**src/rtl/mem_arb_pkg.sv**
```systemverilog
// Shared types for the memory-port arbiter: response owner tags, in-flight
// tracker entries and the starvation counter width.
package mem_arb_pkg;

  localparam int STARVE_W = 4;

  typedef enum logic {
    OWN_IFU = 1'b0,
    OWN_LSU = 1'b1
  } owner_e;

  typedef struct packed {
    logic   valid;
    owner_e owner;
  } inflight_t;

  localparam inflight_t INFLIGHT_NONE = '{valid: 1'b0, owner: OWN_IFU};

  // A flush only kills fetch responses; load responses always complete.
  function automatic inflight_t flush_kill(input inflight_t ent, input logic flush);
    inflight_t res;
    res = ent;
    if (flush && (ent.owner == OWN_IFU)) begin
      res.valid = 1'b0;
    end
    return res;
  endfunction

endpackage

```
**src/rtl/mem_arb_rsp_pipe.sv**
```systemverilog
// In-flight read tracker: an RD_LAT-deep shift register of owner tags whose
// last stage lines up with the memory's read data and routes it to its owner.
module mem_arb_rsp_pipe
  import mem_arb_pkg::*;
#(
  parameter int RD_LAT = 1
) (
  input  logic   clk,
  input  logic   rst_n,
  input  logic   push_valid,
  input  owner_e push_owner,
  input  logic   flush_i,
  output logic   ifu_rvalid,
  output logic   lsu_rvalid
);

  inflight_t pipe_q [RD_LAT];
  inflight_t pipe_d [RD_LAT];
  inflight_t push_ent;
  inflight_t head;

  // The entry pushed alongside a flush belongs to the new fetch stream, so
  // it enters stage 0 untouched; everything already in flight is filtered.
  always_comb begin
    push_ent.valid = push_valid;
    push_ent.owner = push_owner;
    pipe_d[0]      = push_ent;
    for (int i = 1; i < RD_LAT; i++) begin
      pipe_d[i] = flush_kill(pipe_q[i-1], flush_i);
    end
  end

  always_ff @(posedge clk or negedge rst_n) begin
    if (!rst_n) begin
      for (int i = 0; i < RD_LAT; i++) begin
        pipe_q[i] <= INFLIGHT_NONE;
      end
    end else begin
      for (int i = 0; i < RD_LAT; i++) begin
        pipe_q[i] <= pipe_d[i];
      end
    end
  end

  // A fetch response emerging in the flush cycle is stale as well.
  assign head       = pipe_q[RD_LAT-1];
  assign ifu_rvalid = head.valid & (head.owner == OWN_IFU) & ~flush_i;
  assign lsu_rvalid = head.valid & (head.owner == OWN_LSU);

endmodule

```
**src/rtl/mem_port_arb.sv**
```systemverilog
// Single-port memory arbiter between instruction fetch and load/store, with
// starvation protection for fetch. Optional perf counters: MEM_ARB_PERF_EN.
module mem_port_arb
  import mem_arb_pkg::*;
#(
  parameter int ADDR_W     = 32,
  parameter int DATA_W     = 32,
  parameter int RD_LAT     = 1,
  parameter int STARVE_MAX = 4
) (
  input  logic                clk,
  input  logic                rst_n,
  input  logic                ifu_req_i,
  input  logic [ADDR_W-1:0]   ifu_addr_i,
  output logic                ifu_gnt_o,
  output logic                ifu_rvalid_o,
  output logic [DATA_W-1:0]   ifu_rdata_o,
  input  logic                lsu_req_i,
  input  logic                lsu_we_i,
  input  logic [ADDR_W-1:0]   lsu_addr_i,
  input  logic [DATA_W-1:0]   lsu_wdata_i,
  input  logic [DATA_W/8-1:0] lsu_wmask_i,
  output logic                lsu_gnt_o,
  output logic                lsu_rvalid_o,
  output logic [DATA_W-1:0]   lsu_rdata_o,
  input  logic                flush_i,
  output logic                hold_o,
  output logic                mem_req_o,
  output logic                mem_we_o,
  output logic [ADDR_W-1:0]   mem_addr_o,
  output logic [DATA_W-1:0]   mem_wdata_o,
  output logic [DATA_W/8-1:0] mem_wmask_o,
  input  logic [DATA_W-1:0]   mem_rdata_i,
  output logic [31:0]         conflict_cnt_o,
  output logic [31:0]         starve_cnt_o
);

  localparam logic [STARVE_W-1:0] STARVE_LIM = STARVE_W'(STARVE_MAX);

  // Handshake: a requester holds req with a stable payload until it sees gnt
  // in the same cycle; gnt means the access goes to memory this cycle. Read
  // responses return as a one-cycle rvalid pulse with no backpressure.

  logic [STARVE_W-1:0] starve_q;
  logic                both_req;
  logic                force_ifu;
  logic                ifu_win;
  logic                lsu_win;
  logic                push_valid;
  owner_e              push_owner;
  logic                ifu_rvalid;
  logic                lsu_rvalid;

  assign both_req  = ifu_req_i & lsu_req_i;
  assign force_ifu = both_req & (starve_q == STARVE_LIM);
  assign ifu_win   = ifu_req_i & (~lsu_req_i | force_ifu);
  assign lsu_win   = lsu_req_i & ~force_ifu;

  // Outputs are held at zero while reset is asserted, even with live requests.
  assign ifu_gnt_o = rst_n & ifu_win;
  assign lsu_gnt_o = rst_n & lsu_win;
  assign hold_o    = rst_n & lsu_req_i & ~lsu_win;
  assign mem_req_o = rst_n & (ifu_req_i | lsu_req_i);

  always_comb begin
    mem_we_o    = 1'b0;
    mem_addr_o  = '0;
    mem_wdata_o = '0;
    mem_wmask_o = '0;
    if (rst_n && ifu_win) begin
      mem_addr_o = ifu_addr_i;
    end else if (rst_n && lsu_win) begin
      mem_we_o    = lsu_we_i;
      mem_addr_o  = lsu_addr_i;
      mem_wdata_o = lsu_wdata_i;
      mem_wmask_o = lsu_wmask_i;
    end
  end

  always_ff @(posedge clk or negedge rst_n) begin
    if (!rst_n) begin
      starve_q <= '0;
    end else if (ifu_win) begin
      starve_q <= '0;
    end else if (ifu_req_i && (starve_q != STARVE_LIM)) begin
      starve_q <= starve_q + 1'b1;
    end
  end

  assign push_valid = ifu_win | (lsu_win & ~lsu_we_i);
  assign push_owner = lsu_win ? OWN_LSU : OWN_IFU;

  mem_arb_rsp_pipe #(
    .RD_LAT (RD_LAT)
  ) u_rsp_pipe (
    .clk        (clk),
    .rst_n      (rst_n),
    .push_valid (push_valid),
    .push_owner (push_owner),
    .flush_i    (flush_i),
    .ifu_rvalid (ifu_rvalid),
    .lsu_rvalid (lsu_rvalid)
  );

  assign ifu_rvalid_o = rst_n & ifu_rvalid;
  assign lsu_rvalid_o = rst_n & lsu_rvalid;
  assign ifu_rdata_o  = rst_n ? mem_rdata_i : '0;
  assign lsu_rdata_o  = rst_n ? mem_rdata_i : '0;

`ifdef MEM_ARB_PERF_EN
  logic [31:0] conflict_q;
  logic [31:0] forced_q;

  always_ff @(posedge clk or negedge rst_n) begin
    if (!rst_n) begin
      conflict_q <= '0;
      forced_q   <= '0;
    end else begin
      if (both_req) begin
        conflict_q <= conflict_q + 32'd1;
      end
      if (force_ifu) begin
        forced_q <= forced_q + 32'd1;
      end
    end
  end

  assign conflict_cnt_o = conflict_q;
  assign starve_cnt_o   = forced_q;
`else
  assign conflict_cnt_o = '0;
  assign starve_cnt_o   = '0;
`endif

endmodule

```
**config.mk**
```make
export PLATFORM = sky130hd
export DESIGN_NAME = mem_port_arb
export DESIGN_NICKNAME = d
export VERILOG_FILES = /design/src/rtl/mem_arb_pkg.sv /design/src/rtl/mem_arb_rsp_pipe.sv /design/src/rtl/mem_port_arb.sv
export SDC_FILE = /design/constraint.sdc
export NUM_CORES = 1
export LEC_CHECK = 0
export CORE_AREA = 2 2 133 135
export CTS_BUF_LIST = sky130_fd_sc_hd__clkbuf_8
export CTS_CLUSTER_SIZE = 20
export DETAILED_ROUTE_END_ITERATION = 12
export DIE_AREA = 0 0 135 137
export GPL_ROUTABILITY_DRIVEN = 0
export SKIP_CTS_REPAIR_TIMING = 1
export SYNTH_ARGS = -nofsm -noshare
export SYNTH_HDL_FRONTEND = slang
export SYNTH_HIERARCHICAL = 1
export SYNTH_SLANG_ARGS = --single-unit
```
**constraint.sdc**
```tcl
create_clock -name clk -period 1.5 [get_ports clk]
set_input_delay 0.225 -clock clk [delete_from_list [all_inputs] [get_ports clk]]
set_output_delay 0.225 -clock clk [all_outputs]
set_load 0.005 [all_outputs]
```
# Word-level counts from Yosys, hierarchy flattened
# Index checks and enable logic that the tools add are counted.
word_totals:
  ram_bits: 0
  word_cells: 46
  output_inout_bits: 203
  romBits: 0
  reg_bits: 6
  in_bits: 138
  latch_bits: 0
  memories: 0
op_classes:
  n_shift: 0
  bitwise_logic: 24
  reduce_logical: 4
  n_mul: 0
  mux: 12
  div: 0
  add_sub_neg: 1
  order_cmp: 0
  eq_ne: 2
op_table:
  columns: ["cell", "count"]
  rows:
  - ["$mux W32", 5]
  - ["$mux W4", 4]
  - ["$and A1 B1 Y1", 15]
  - ["$not A1 Y1", 6]
  - ["$add A4 B1 Y4 const B", 1]
  - ["$eq A4 B3 Y1 const B", 1]
  - ["$ne A4 B3 Y1 const B", 1]
  - ["$logic_and A1 B1 Y1", 3]
  - ["$mux W1", 3]
  - ["$or A1 B1 Y1", 3]
  - ["$reduce_bool A2 Y1", 1]

# Logic depth before layout (Yosys ltp)
logic_depth:
  ltp_word: 7
  ltp_mapped: 7
  ltp_nobuf: 5

# By module
# The synthesis kept the hierarchy.
by_module_without_submodules:
  columns: ["mod", "cells_per_inst", "area_each_um2", "instances", "seq_area_each_um2"]
  rows:
  - ["mem_port_arb", 250, 1909.3, 1, 100.1]
  - ["mem_arb_rsp_pipe", 4, 68.8, 1, 50.0]

# Worst setup path after synthesis
# Ideal clock, no wire load.
synth_path:
  kind: "reg-to-output"
  startpoint: "register starve_q[0]"
  endpoint: "output port mem_addr_o[0]"
  path_stages_with_launch: 8
  arrival_ps: 1380
  setup_slack_ps: -105
  path_cell_list: "dfrtp_1 > inv_1 > ha_1 > nand4b_4 > nor2b_4 > buf_6 > buf_6 > a22o_1"
synth_between:
  elab_chain_len: 7
  elab_cells_between_ends: 10
synth_rtl:
  columns: ["element", "line", "source"]
  rows:
  - ["start: declaration", "mem_port_arb.sv:44", "logic [STARVE_W-1:0] starve_q;"]
  - ["start signal: assignment", "mem_port_arb.sv:86", "starve_q <= starve_q + 1'b1;"]
  - ["$eq A4 B3 Y1 (*)", "mem_port_arb.sv:55", "assign force_ifu = both_req & (starve_q == STARVE_LIM);"]
  - ["$and A1 B1 Y1 (*)", "mem_port_arb.sv:55", null]
  - ["$not A1 Y1", "mem_port_arb.sv:57", "assign lsu_win = lsu_req_i & ~force_ifu;"]
  - ["$and A1 B1 Y1", "mem_port_arb.sv:57", null]
  - ["$logic_and A1 B1 Y1", "mem_port_arb.sv:72", "end else if (rst_n && lsu_win) begin"]
  - ["$mux W32", "mem_port_arb.sv:72", null]
  - ["$mux W32 (*)", "mem_port_arb.sv:70", "if (rst_n && ifu_win) begin"]
  - ["end: declaration", "mem_port_arb.sv:30", "output logic [ADDR_W-1:0] mem_addr_o,"]
# Mark *: on every way between the ends. The rest lies on a longest branch, timed or not.

# Final worst setup path
layout_path:
  startpoint: "register starve_q[0]"
  endpoint: "output port mem_addr_o[27]"
# The elaborated chain is that of the path after synthesis.

==> flow_metrics.py <==
metrics = {
    "yosys": {
        "syn_inst": 254,
        "async_reset_ff_frac": 1.000,
        "synth_edf_count": 0,
        "netlist_top_cells_area": "buf_4 (37%), and2_1 (23%), a22o_1 (14%)",
        "synth.cell_area_um2": 1978,
        "synthDistinctLibCells": 26,
        "yosys-top-cells-count": "buf_4 (97), and2_1 (73), a22o_1 (32)",
        "ys_ff_latch": 6,
        "yosysTopAreaCellShare": 0.3681,
        "yosysWarnings": 6,
        "syn_avg_cell_area_um2": 7.788,
        "ys.flop_type": "dfrtp_1",
        "yosysTopAreaCell": "buf_4",
        "synth_seq_area_share": 0.07590,
        "synth.most_common_cell": "buf_4",
    },
    "sta": {
        "hold_violations": 0,
        "fmax_mhz": 488.1,
        "post-route-min-period_ps": 2049,
        "rsz0062_at_grt": "true",
        "fin_tns_setup_ps": -34290,
        "finalMaxSlewViolations": 0,
        "fin_hold_ws_ps": 74.37,
        "clock_skew_ps": 0.6249,
        "setup_viol": 72,
        "fin_ws_ps": -548.7,
        "finalCritPeriodShare": 1.366,
    },
    "global_route": {
        "grt_max_degree": 55,
        "grt_pass1_wl_mm": 11.67,
        "grt_pass1_vias": 2271,
        "overflow": 0,
        "grt_usage": 0.08024,
        "antenna_found_initial": 0,
    },
    "final_layout": {
        "area_growth_syn_to_layout_pct": 160.7,
        "utilization": 0.3023,
        "final_cells": 757,
        "drive_gt1_frac": 0.3083,
        "nets": 674,
        "fill_cells": 1850,
        "antennaDiodeCount": 0,
    },
    "floorplan": {
        "die_w_um": 135,
        "dieArea_um2": 18500,
        "fp.dieH_um": 137,
        "io_pins": 341,
        "initial_core_util": 0.1160,
        "fp-row-count": 48,
        "coreArea_um2": 17060,
    },
    "placement": {
        "numPortBuffers": 276,
        "place_inst": 722,
        "hpwl_mm": 7.655,
    },
    "status": {
        "status": "finished, violations left",
        "violations": "setup timing",
    },
    "worst_setup_path": {
        "crit_family": "buffers and inverters",
        "start_kind": "flop",
        "cpMaxStageDelayCell": "dfrtp_1",
        "cp_max_fo": 7,
        "crit_buf_inv": 5,
        "cpPeakStageDelay_ps": 380,
        "crit_type": "reg -> out",
        "end_kind": "output pin",
        "cp.arrival_ps": 1820,
        "cp_cell_sequence": "inv_2 -> ha_4 -> nand4b_4 -> nor2b_4 -> buf_12 -> buf_8 -> clkbuf_16 -> a22o_1 -> clkbuf_2",
        "required_ps": 1270,
    },
    "clock_network": {
        "cts-root-buf": "clkbuf_8",
        "clock_sinks": 6,
        "cts_buffers": 3,
        "clock_latency_ps": 220,
        "cts_tree": "yes",
        "ctsHtreeMaxLevel": 1,
        "cts_buffer_depth": 2,
        "path_clk_slew_ps": 40,
    },
    "pwr": {
        "powerDensity_nw_per_um2": 338.4,
        "vdd_drop_max_v": 0.0001933,
        "leakage_nw": 3.198,
    },
    "route": {
        "drt-total-wl_mm": 10.81,
        "drc_errors": 0,
        "vias": 2573,
        "first_pass_iters": 3,
        "ant_nets": 0,
        "routed_via_density": 3.399,
        "drtIter0Drc": 57,
        "routedWlPerCell_um": 14.27,
    },
    "min_path": {
        "holdCritPathClass": "in -> async",
    },
    "job": {
        "drv_cap": 0,
    },
}
cells by family after synthesis:
kind of cell / after synthesis / share of synthesized area
fa+ha+maj: 2 / 0.01265
simple gates: 87 / 0.2859
compound gates: 40 / 0.1727
buf+inv: 118 / 0.4510
flops: 6 / 0.07590
other cells: 1 / 0.001896
through the flow:
| step | cell area, um2 | setup slack (ps) | total power (W) |
|---|---|---|---|
| after global routing | 5156 | -651.6 | 0.001865 |
| after CTS | 4592 | -861.6 | 0.001632 |
| after floorplan | 2227 | -26.81 | 0.0007303 |
| after detailed placement | 4551 | -809.6 | 0.001381 |
| after global placement | 4551 | -788.0 | 0.001372 |
| final | 5156 | -548.7 | 0.001745 |
registers in the layout, indices dropped and copies added, names as in the netlist:
signal,flops
u_rsp_pipe/head,2
starve_q,4
where the power goes:
group	switching, W	internal, W	total (W)
logic	0.000432	0.000869	0.00130
registers	0.0000174	0.000183	0.000200
clock network	0.0000716	0.000173	0.000244
routing by layer:
layer / vias up / global-route usage / share of wire
met4: 0 / 0.01389 / 0.0030
met5: - / 0 / 0
li1: 1236 / - / -
met1: 1159 / 0.08239 / 0.34
met2: 176 / 0.1616 / 0.57
met3: 2 / 0.02296 / 0.092
worst register-to-register path, stage by stage, from the launching register on:
cell      delay [ps]
dfrtp_1          380
inv_2             90
ha_4             160
nand4b_4         110
buf_6            140
buf_4            120
and2_1           170
a21oi_1          150
layout by cell type, fill, tap and decap left out, types with 2 or more instances in the layout:
cell	netlist	final
clkbuf_8	0	3
clkdlybuf4s50_1	0	134
buf_2	2	8
inv_1	5	3
and2_4	0	29
buf_4	97	18
o21ai_0	3	3
clkbuf_2	0	40
dlymetal6s2s_1	0	68
and2_1	73	44
conb_1	1	64
nand4_1	3	3
dfrtp_1	6	6
nand2_1	2	2
inv_2	0	2
buf_12	0	10
a22o_1	32	32
buf_6	11	39
clkbuf_16	0	7
cell type report:
class	count	area (um2)	share of cell area
Tap cell	225	281.5	0.05460
Inverter	5	18.77	0.003640
Clock buffer	3	41.29	0.008008
Timing Repair Buffer	325	3397	0.6588
Multi-Input combinational cell	193	1267	0.2458
Sequential cell	6	150.1	0.02912
final timing paths:
kind / slack (ps) / from / endpoint / cells after the start
min reg2reg: 680 / starve_q[3] / starve_q[3] / 2
min in group clk: 520 / ifu_req_i / starve_q[0] / 3
max reg2reg: 90 / starve_q[0] / u_rsp_pipe/head[1] / 7
max: -550 / starve_q[0] / mem_addr_o[27] / 9
min: 70 / rst_n / u_rsp_pipe/head[0] / 2
max in group asynchronous: 1310 / rst_n / starve_q[3] / 2
(Power assumes the default switching activity.)
